### src/rtl/stb_spi_pkg.sv
// rtl/stb_spi_pkg.sv - shared state type and sizing constants for the STB SPI master
package stb_spi_pkg;

    localparam int DATA_W_DEF = 8;
    localparam int DIV_W_DEF  = 8;
    localparam int BIT_CNT_W  = $clog2(DATA_W_DEF) + 1;

    typedef enum logic [2:0] {
        IDLE,
        SETUP,
        SHIFT,
        HOLD,
        WAIT
    } spi_state_e;

    function automatic int bit_cnt_width(input int data_w);
        return $clog2(data_w) + 1;
    endfunction

endpackage

### src/rtl/stb_spi_clkgen.sv
// rtl/stb_spi_clkgen.sv - half-period counter emitting tick plus sclk rise/fall strobes
module stb_spi_clkgen
    import stb_spi_pkg::*;
#(
    parameter int DIV_W = DIV_W_DEF
) (
    input  logic             clk,
    input  logic             reset_n,
    input  logic             restart_i,
    input  logic             en_i,
    input  logic             shift_i,
    input  logic [DIV_W-1:0] div_i,
    output logic             tick_o,
    output logic             rise_o,
    output logic             fall_o
);

    logic [DIV_W-1:0] cnt_q, cnt_d;
    logic             phase_q, phase_d;

    assign tick_o = en_i & ~restart_i & (cnt_q == '0);
    // phase_q=0 means sclk currently low, so the next tick is a rising edge
    assign rise_o = tick_o & shift_i & ~phase_q;
    assign fall_o = tick_o & shift_i & phase_q;

    always_comb begin
        cnt_d   = cnt_q;
        phase_d = phase_q;
        if (restart_i) begin
            cnt_d   = div_i;
            phase_d = 1'b0;
        end else if (en_i) begin
            cnt_d = tick_o ? div_i : cnt_q - DIV_W'(1);
            if (tick_o && shift_i) begin
                phase_d = ~phase_q;
            end
        end
    end

    always_ff @(posedge clk or negedge reset_n) begin
        if (!reset_n) begin
            cnt_q   <= '0;
            phase_q <= 1'b0;
        end else begin
            cnt_q   <= cnt_d;
            phase_q <= phase_d;
        end
    end

endmodule

### src/rtl/stb_spi_master.sv
// rtl/stb_spi_master.sv - byte-oriented SPI mode-0 master with start/busy/done handshake
// Optional: STB_SPI_MISO_LATE_EN samples miso on the falling sclk edge.
module stb_spi_master
    import stb_spi_pkg::*;
#(
    parameter int DIV_W  = DIV_W_DEF,
    parameter int DATA_W = DATA_W_DEF
) (
    input  logic              clk,
    input  logic              reset_n,
    input  logic [DIV_W-1:0]  div,
    input  logic [DATA_W-1:0] tx_data,
    input  logic              last,
    input  logic              start,
    output logic              busy,
    output logic              done,
    output logic [DATA_W-1:0] rx_data,
    output logic              spi_sclk,
    output logic              spi_ss,
    output logic              spi_mosi,
    input  logic              spi_miso
);

    localparam int CW = bit_cnt_width(DATA_W);

    spi_state_e        state_q, state_d;
    logic [DIV_W-1:0]  div_q, div_d;
    logic [DATA_W-1:0] tx_sh_q, tx_sh_d;
    logic [DATA_W-1:0] rx_sh_q, rx_sh_d;
    logic [DATA_W-1:0] rx_q, rx_d;
    logic [DATA_W-1:0] rx_shifted;
    logic [CW-1:0]     bit_cnt_q, bit_cnt_d;
    logic              last_q, last_d;
    logic              busy_q, busy_d;
    logic              done_q, done_d;
    logic              sclk_q, sclk_d;
    logic              ss_q, ss_d;
    logic              mosi_q, mosi_d;
    logic              accept, tick, rise, fall, final_bit;
    logic              clk_en, in_shift;

    // A start coinciding with the done pulse is dropped on purpose
    assign accept     = start & ~done_q & ((state_q == IDLE) | (state_q == WAIT));
    assign final_bit  = (bit_cnt_q == CW'(DATA_W - 1));
    assign rx_shifted = {rx_sh_q[DATA_W-2:0], spi_miso};
    assign in_shift   = (state_q == SHIFT);
    assign clk_en     = (state_q == SETUP) | (state_q == SHIFT) | (state_q == HOLD);

    stb_spi_clkgen #(
        .DIV_W (DIV_W)
    ) u_clkgen (
        .clk       (clk),
        .reset_n   (reset_n),
        .restart_i (accept),
        .en_i      (clk_en),
        .shift_i   (in_shift),
        .div_i     (accept ? div : div_q),
        .tick_o    (tick),
        .rise_o    (rise),
        .fall_o    (fall)
    );

    always_ff @(posedge clk or negedge reset_n) begin
        if (!reset_n) begin
            state_q <= IDLE;
        end else begin
            state_q <= state_d;
        end
    end

    always_comb begin
        state_d = state_q;
        case (state_q)
            IDLE:    if (accept) state_d = SETUP;
            SETUP:   if (tick) state_d = SHIFT;
            SHIFT:   if (fall && final_bit) state_d = last_q ? HOLD : WAIT;
            HOLD:    if (tick) state_d = IDLE;
            WAIT:    if (accept) state_d = SHIFT;
            default: state_d = IDLE;
        endcase
    end

    always_comb begin
        div_d     = div_q;
        tx_sh_d   = tx_sh_q;
        rx_sh_d   = rx_sh_q;
        rx_d      = rx_q;
        bit_cnt_d = bit_cnt_q;
        last_d    = last_q;
        busy_d    = busy_q;
        done_d    = 1'b0;
        sclk_d    = sclk_q;
        ss_d      = ss_q;
        mosi_d    = mosi_q;

        if (accept) begin
            div_d     = div;
            tx_sh_d   = tx_data;
            last_d    = last;
            rx_sh_d   = '0;
            bit_cnt_d = '0;
            busy_d    = 1'b1;
            ss_d      = 1'b1;
            mosi_d    = tx_data[DATA_W-1];
        end

        if (in_shift && rise) begin
            sclk_d = 1'b1;
`ifdef STB_SPI_MISO_LATE_EN
`else
            rx_sh_d = rx_shifted;
`endif
        end

        if (in_shift && fall) begin
            sclk_d = 1'b0;
`ifdef STB_SPI_MISO_LATE_EN
            rx_sh_d = rx_shifted;
`else
`endif
            if (final_bit) begin
                // mosi keeps the last bit; back-to-back bytes skip HOLD
                if (!last_q) begin
                    busy_d = 1'b0;
                    done_d = 1'b1;
`ifdef STB_SPI_MISO_LATE_EN
                    rx_d = rx_shifted;
`else
                    rx_d = rx_sh_q;
`endif
                end
            end else begin
                bit_cnt_d = bit_cnt_q + CW'(1);
                mosi_d    = tx_sh_q[DATA_W-2];
                tx_sh_d   = {tx_sh_q[DATA_W-2:0], tx_sh_q[DATA_W-1]};
            end
        end

        if ((state_q == HOLD) && tick) begin
            ss_d   = 1'b0;
            busy_d = 1'b0;
            done_d = 1'b1;
            rx_d   = rx_sh_q;
        end
    end

    always_ff @(posedge clk or negedge reset_n) begin
        if (!reset_n) begin
            div_q     <= '0;
            tx_sh_q   <= '0;
            rx_sh_q   <= '0;
            rx_q      <= '0;
            bit_cnt_q <= '0;
            last_q    <= 1'b0;
            busy_q    <= 1'b0;
            done_q    <= 1'b0;
            sclk_q    <= 1'b0;
            ss_q      <= 1'b0;
            mosi_q    <= 1'b0;
        end else begin
            div_q     <= div_d;
            tx_sh_q   <= tx_sh_d;
            rx_sh_q   <= rx_sh_d;
            rx_q      <= rx_d;
            bit_cnt_q <= bit_cnt_d;
            last_q    <= last_d;
            busy_q    <= busy_d;
            done_q    <= done_d;
            sclk_q    <= sclk_d;
            ss_q      <= ss_d;
            mosi_q    <= mosi_d;
        end
    end

    assign busy     = busy_q;
    assign done     = done_q;
    assign rx_data  = rx_q;
    assign spi_sclk = sclk_q;
    assign spi_ss   = ss_q;
    assign spi_mosi = mosi_q;

endmodule

### config.mk
export PLATFORM = sky130hd
export DESIGN_NAME = stb_spi_master
export DESIGN_NICKNAME = d
export VERILOG_FILES = /design/src/rtl/stb_spi_pkg.sv /design/src/rtl/stb_spi_clkgen.sv /design/src/rtl/stb_spi_master.sv
export SDC_FILE = /design/constraint.sdc
export NUM_CORES = 1
export LEC_CHECK = 0
export CAP_MARGIN = 10
export CORE_UTILIZATION = 55
export DETAILED_ROUTE_END_ITERATION = 8
export MAX_ROUTING_LAYER = met4
export PLACE_DENSITY = 0.8
export SYNTH_ARGS = -nofsm -noshare
export SYNTH_HDL_FRONTEND = slang
export SYNTH_SLANG_ARGS = --single-unit
### constraint.sdc
create_clock -name clk -period 2.48 [get_ports clk]
set_input_delay 0.496 -clock clk [delete_from_list [all_inputs] [get_ports clk]]
set_output_delay 0.496 -clock clk [all_outputs]
set_load 0.005 [all_outputs]
### Word-level counts from Yosys, hierarchy flattened

Index checks and enable logic that the tools add are counted.

* bitwise operators: 13
* muxes and demuxes: 42
* reductions and logical operators: 17
* equality and inequality tests: 11
* add/subtract/negate cells: 2

Operators with widths (count)
* $mux W8: 13
* $mux W1: 19
* $mux W3: 6
* $pmux W3 S5: 1
* $reduce_bool A2 Y1: 7
* $mux W4: 3
* $logic_not A8 Y1: 1
* $ne A2 B1 Y1 const B: 4
* $sub A8 B1 Y8 const B: 1
* $and A1 B1 Y1: 7
* $eq A3 B2 Y1 const B: 2
* $logic_and A1 B1 Y1: 5
* $reduce_and A5 Y1: 1
* $add A4 B1 Y4 const B: 1
* $eq A4 B3 Y1 const B: 1
* $ne A2 B2 Y1 const B: 2
* $eq A3 B1 Y1 const B: 1
* $eq A3 B3 Y1 const B: 1
* $logic_not A3 Y1: 1
* $not A1 Y1: 3
* $or A1 B1 Y1: 3
* $reduce_and A3 Y1: 1
* $reduce_and A2 Y1: 1

* input port bits: 21
* output and inout port bits: 13
* bits in registers: 54
* logic and storage cells: 99

### Logic depth before layout (Yosys ltp)

Gate-level depths: netlist of run 1.

* depth in word-level cells: 11
* gate-level depth with buffers: 7
* mapped depth without buffers: 6

### By module

A second synthesis of run 1 with hierarchy kept.

* cell total of the unflattened synthesis: 258
* area total of the unflattened synthesis: 2667.6 um^2

By module, submodules not included
* stb_spi_master: cells each 183, seq. area each 1126.1 um^2, instances 1, area an instance 2018.2 um^2
* stb_spi_clkgen: cells each 75, seq. area each 225.2 um^2, instances 1, area an instance 649.4 um^2

### Least setup slack after synthesis of run 1

Ideal clock, no wire load.

* kind: register to register
* from: register u_clkgen.cnt_q[0]
* to: register rx_q[0], in the netlist rx_data[0]
* stages on the path, launching flop included: 8
* path buffers: 1
* library setup time: 0.125 ns
* data required time: 2.355 ns
* clock period less this slack: 2.077 ns
* arrival: 1.952 ns
* path slack: 0.403 ns
* path through: dfrtp_1 -> inv_1 -> ha_1 -> or4b_4 -> nor3_4 -> o211a_1 -> buf_6 -> mux2_2

* cells in the longest elaborated chain, start to end: 7
* elaborated cells on any way between the ends: 11
* classes of those cells: eq/ne: 1; mux: 1; bitwise: 3; reduce/logical: 6

Ends and longest elaborated chain
* start: declaration: RTL line stb_spi_clkgen.sv:18 `logic [DIV_W-1:0] cnt_q, cnt_d;`
* start signal: assignment: RTL line stb_spi_clkgen.sv:45 `cnt_q <= cnt_d;`
* $logic_not A8 Y1 *: RTL line stb_spi_clkgen.sv:21 `assign tick_o = en_i & ~restart_i & (cnt_q == '0);`
* $and A1 B1 Y1 *: RTL line stb_spi_clkgen.sv:21
* $and A1 B1 Y1 (2 in series): RTL line stb_spi_clkgen.sv:24 `assign fall_o = tick_o & shift_i & phase_q;`
* $logic_and A1 B1 Y1: RTL line stb_spi_master.sv:115 `if (in_shift && fall) begin`
* $reduce_bool A2 Y1 (no line)
* $reduce_and A3 Y1 (no line)
* end signal: assignment: RTL line stb_spi_master.sv:164 `rx_q <= rx_d;`
* end: declaration: RTL line stb_spi_master.sv:30 `logic [DATA_W-1:0] rx_q, rx_d;`

Mark *: on every way between the ends. The rest lies on a longest branch, timed or not.
A chain may end at the register's enable or synchronous reset.

### Worst setup path in the final report of run 1

* from: register u_clkgen.cnt_q[0]
* to: register rx_q[4], in the netlist rx_data[4]

The elaborated chain is that of the path after synthesis.

==> results of run 1 <==
## state kept, by name, indices dropped and copies added, names as in the netlist
name              cells
div_q                 8
state_q               3
spi_sclk              1
u_clkgen.phase_q      1
bit_cnt_q             4
rx_data               8
u_clkgen.cnt_q        8
spi_mosi              1
spi_ss                1
busy                  1
last_q                1
rx_sh_q               8
tx_sh_q               8
done                  1
## layer usage
metal | routed length (um) | vias to the layer above | part of all wire, % | global-route usage (%)
met1 | 2300 | 973 | 46 | 28.2
met3 | 236 | 5 | 4.7 | 3.70
met2 | 2460 | 51 | 49 | 36.2
li1 | - | 1011 | - | -
met4 | 31 | 0 | 0.62 | 6.89
met5 | 0 | - | 0 | -
## per-stage QoR
stage	cell area [um2]	worst slack [ns]
floorplan	2590	0.403
finish	3140	0.126
CTS	3140	0.139
global placement	3030	0.176
global route	3140	0.0239
detailed placement	3030	0.150
## worst paths after layout
check	slack, ns	cells past startpoint	from	to
worst max-delay path	0.13	6	u_clkgen.cnt_q[0]	rx_data[4]
worst min-delay path	0.30	2	reset_n	spi_sclk
worst max register to register	0.13	6	u_clkgen.cnt_q[0]	rx_data[4]
worst min register to register	0.49	2	div_q[7]	div_q[7]
max in group asynchronous	1.74	2	reset_n	div_q[2]
min in group clk	0.49	2	div_q[7]	div_q[7]
## cell families after synthesis
family                     Yosys count  share of synthesized area [%]
buffers and inverters               17                           2.85
DFF                                 54                           52.1
muxes                               17                           7.09
AOI/OAI and AO/OA                   53                           13.1
and+or+nand+nor                    116                           23.4
adders and majority gates            3                           1.45
## cells in the mapped netlist (all sizes together), types with 6 or more instances
cell / instances
mux2i: 6
mux2: 11
nand3: 11
nor2: 24
clkbuf: 9
o21ai: 15
a21oi: 16
nor3: 9
nand2: 42
dfrtp: 54
## worst max-delay path, stage by stage (launching register included)
cell	delay (ns)
dfrtp_1	0.42
inv_1	0.12
ha_1	0.17
or4b_4	0.52
nor3_4	0.20
o211a_1	0.44
mux2_2	0.39
## layout make-up
cell class                      count  area share [%]
Tap cell                           52            2.07
Timing Repair Buffer               45            13.2
Clock inverter                      3            1.39
Sequential cell                    54            43.0
Multi-Input combinational cell    189            37.5
Clock buffer                        5            2.19
Inverter                            5           0.598
## where the power goes
part           switching, mW  leakage (nW)  internal (mW)
combinational          0.438         0.619          0.464
clock                  0.285        0.0585          0.303
sequential             0.285         0.679           1.17
==> metrics.md, run 1 <==
| Metric | Value |
|---|---|
| IO Pins | 34 |
| Post-Syn Nets | roughly 280 |
| Tcrit/Tclk final | between 90% and 100% |
| Drt first pass iters | 7 |
| CTS Buf Count | 5 |
| Area growth syn-to-layout | 21.1% |
| Startpoint class of the critical path | flop |
| Initial antenna violation count | 0 |
| Fin Setup TNS | 0 ns |
| GPL Wtd Cong | 0.821 |
| Sequential-to-total area share from yosys stat | 52.1% |
| Failing checks | DRC |
| DR vias/cell | around 5.8 |
| Core Box Area | ~4400 um2 |
| Leak pwr | about 1.4 nW |
| Detail Route Antenna Nets | 0 |
| Max-slew headroom | a little under three fifths |
| Final wirelength | ~5.0 mm |
| Worst VDD drop | 0.000609 V |
| CTS Hold Bufs | 0 |
| Most frequent cells in the layout | dfrtp_1 (54), nand2_1 (42), clkdlybuf4s50_1 (32) |
| First-pass GRT wire length | 8.42 mm |
| Residual DRC | 6 |
| Power per Cell Area | 938 nW/um2 |
| Height of the die | 70.7 um |
| Register clock-pin slew on the reported worst setup and hold paths | 0.10 ns |
| Max Freq | approximately 420 MHz |
| Top fanout value on the critical path | 10 |
| Hpwl dp | 3.55 mm |
| Post-CTS Setup Inserts | 0 |
| Period minus WS final | between 2 and 2.5 ns |
| Die area | ~5000 um2 |
| Total global routing overflow | 0 |
| Slew Viols, Final | 0 |
| Synth Register Bits | 54 |
| Fillers | about 340 |
| WS Path Type | flop to flop |
| Buffers added on ports | 33 |
| Antenna cells | 0 |
| Worst Tran Pin Value | between 0.6 and 0.7 ns |
| Max Cap Violations | 0 |
| Synth Flop Type | dfrtp_1 |
| Largest net degree at the start of global routing | 55 |
| Setup crit end kind | flop |
| Clock skew | between 0.009 and 0.01 ns |
| Clock Tree Root | clkbuf_8 |
| Status | finished, violations left |
| RSZ-0062 raised after global routing | no |
| Mapped cell area | about 2600 um2 |
| H-tree Lvls | 2 |
| Unique cell type count in the Yosys netlist | 48 |
| # setup viols final | 0 |
| CP arrival | approximately 2.6 ns |
| Initial drt markers | between 200 and 250 |
| Cell Rows | 24 |
| Yosys top cell by area | dfrtp_1 |
| End-of-flow core utilization | 70.7% |
| Clk Latency, worst-skew pair | 0.31 ns |
| GR Util All Layers | 22.0% |
| CTS resizes | 0 |
| Commonest non-fill, non-tap cell in the layout | dfrtp_1 |
| Via count | ~2000 |
| CP required | 2.67 ns |
| EDFF count, synth | 0 |
| Fraction of layout cells with a size suffix above 1 | approximately 14% |
| Placed Instances | ~350 |
| Initial core utilization | between 50 and 60% |
| Clock Tree Buf Depth | 2 |
| Warnings from Yosys | 0 |
| Die width | 70.7 um |
| Final #Nets | 324 |
| Final Hold Violating Endpoints | 0 |
| Avg WL per Cell | 14.3 um |
| WHS | between 0.2 and 0.3 ns |
| Multi-input gate area in the final layout | roughly 1200 um2 |
| Synth top area share | ~52% |
| Largest cells by area after synthesis | dfrtp_1 (52%), nand2_1 (6.1%), mux2_2 (4.8%) |
| Syn_area_per_cell | roughly 10 um2 |
| Post-Layout Cell Count | 353 |
| Ys async rst share | 100% |
| CTS sink count | 54 |
| CTS tree | yes |
| Mapped Cells | 260 |
| FF+latch area | between 1000 and 1500 um2 |
| Vias in the first global route | about 1900 |
| Total Power Consumption | between 2 and 3 mW |
| Worst Hold Class | input pin to asynchronous set/reset pin |
No activity file was read; power rests on OpenSTA's default activity.
==> inputs of run 2 (changes only) <==
Settings changed: CORE_MARGIN set to 4.
==> run 2 against run 1 <==
Net effect:
- the flow now finishes without violations
- maximum frequency grew 1.9%
- hold slack lost 0.26 ns
- die area grew 18%
- largest power group unchanged
==> metrics.md, run 2 (same netlist as run 1, synthesis figures left out) <==
| Metric | Value |
|---|---|
| Status | finished clean |
| CTS resizes | 0 |
| CTS Hold Bufs | 0 |
| CTS sink count | between 50 and 60 |
| Commonest non-fill, non-tap cell in the layout | dfrtp_1 |
| Worst Hold Class | input pin to asynchronous set/reset pin |
| Final wirelength | 5.25 mm |
| Largest net degree at the start of global routing | 28 |
| RSZ-0062 raised after global routing | no |
| CP peak stage delay | approximately 0.52 ns |
| Max Cap Violations | 0 |
| Clock skew | about 0.01 ns |
| Hpwl dp | 3.83 mm |
| Leak pwr | 1.36 nW |
| Critical-path cell list | inv_1, ha_1, or4b_4, nor3_4, o211a_1, mux2_2 |
| GPL Wtd Cong | approximately 0.9 |
| Antenna cells | 0 |
| Drt first pass iters | 4 |
| # setup viols final | 0 |
| Detail Route Antenna Nets | 0 |
| CP arrival | around 2.5 ns |
| Total Power Consumption | between 2 and 3 mW |
| Multi-input gate area in the final layout | 1180 um2 |
| Register clock-pin slew on the reported worst setup and hold paths | approximately 0.10 ns |
| Period minus WS final | between 2 and 2.5 ns |
| Fin Setup TNS | 0 ns |
| IO Pins | 34 |
| Initial antenna violation count | 0 |
| Clock Tree Buf Depth | 2 |
| Initial drt markers | roughly 100 |
| CTS Buf Count | 5 |
| Cell Rows | 24 |
| Initial core utilization | around 58% |
| Die area | 5880 um2 |
| Top fanout value on the critical path | 10 |
| Max Freq | 433 MHz |
| H-tree Lvls | 2 |
| Fraction of layout cells with a size suffix above 1 | 13.3% |
| Worst Tran Pin Value | approximately 0.57 ns |
| Startpoint class of the critical path | flop |
| CP required | 2.67 ns |
| Height of the die | around 77 um |
| DR vias/cell | around 5.9 |
| Core Box Area | approximately 4400 um2 |
| Vias in the first global route | around 2100 |
| Max-slew headroom | slightly above 60% |
| Residual DRC | 0 |
| First-pass GRT wire length | 9.42 mm |
| WS Path Type | flop to flop |
| Slowest cell on the critical path | or4b_4 |
| Final Hold Violating Endpoints | 0 |
| Post-CTS Setup Inserts | 0 |
| Slew Viols, Final | 0 |
| CTS tree | yes |
| Total global routing overflow | 0 |
| Worst VDD drop | 0.000566 V |
| Most frequent cells in the layout | dfrtp_1 (54), nand2_1 (42), clkdlybuf4s50_1 (32) |
| Via count | between 2000 and 2500 |
| Area growth syn-to-layout | 21.3% |
| Die width | roughly 77 um |
| GR Util All Layers | about a fifth |
| Setup crit end kind | flop |
| FF+latch area | between 1000 and 1500 um2 |
| Final #Nets | around 320 |
| Power per Cell Area | between 900 and 1000 nW/um2 |
| Fillers | between 300 and 400 |
| Avg WL per Cell | 14.9 um |
| Tcrit/Tclk final | 93.2% |
| Clk Latency, worst-skew pair | 0.31 ns |
| R2R Setup Slk | 0.17 ns |
| Buffers added on ports | 33 |
| Clock Tree Root | clkbuf_8 |
[run 2: cell count changes in the layout (fill, tap and decap cells not counted)]
cell and change:
inv_6 -1, buf_4 -1, clkbuf_1 +2, clkinv_2 -1
buf_12 +1
[run 2: path summary, 6_finish.rpt]
kind | to | from | cells past startpoint
worst max-delay path | rx_data[2] | u_clkgen.cnt_q[0] | 6
worst min-delay path | state_q[1] | reset_n | 1
worst max register to register | rx_data[2] | u_clkgen.cnt_q[0] | 6
worst min register to register | div_q[4] | div_q[4] | 2
max in group asynchronous | bit_cnt_q[1] | reset_n | 2
min in group clk | div_q[4] | div_q[4] | 2
[run 2: where the power goes]
part / internal, mW / switching, mW
combinational: 0.471 / 0.452
sequential: 1.17 / 0.273
clock: 0.302 / 0.270
total: 1.94 / 0.995
[run 2: final cells by class]
class / count / area share, %
sequential: 54 / 42.9
multi-input combinational: 189 / 37.4
timing repair buffer: 45 / 13.6
clock buffer: 7 / 2.43
tap: 52 / 2.07
clock inverter: 1 / 0.954
inverter: 5 / 0.596
[run 2: routing by layer]
| layer | wire (um) | global-route usage, % | share of wire, % |
|---|---|---|---|
| met1 | 2420 | 24.6 | 46 |
| met2 | 2610 | 33.0 | 50 |
| met3 | 170 | 3.86 | 3.2 |
| met4 | 51 | 5.07 | 0.97 |
| met5 | 0 | - | 0 |
[run 2: worst max-delay path: cells and delay by family (launching register included)]
family | cells | cell delay, ns
AOI/OAI and AO/OA | 1 | 0.43
adders and majority gates | 1 | 0.17
buffers and inverters | 1 | 0.11
DFF | 1 | 0.40
muxes | 1 | 0.38
and+or+nand+nor | 2 | 0.72
[run 2: stage by stage]
step           instances  area [um2]  setup WS (ns)  hold slack [ns]  utilization [%]
2_1_floorplan        260        2590          0.403            0.200                -
3_3_place_gp         345        3040          0.166            0.382             68.4
3_5_place_dp         345        3040          0.136            0.383             68.4
4_1_cts              353        3150          0.163           0.0497             70.8
5_1_grt              353        3150         0.0462           0.0568             70.8
6_report             353        3150          0.169           0.0427             70.8
==> inputs of run 3 (changes only) <==
Settings changed: SLEW_MARGIN set to 40.
==> results of run 3 <==
Final layout, timing and power as in run 2 (identical DEF).
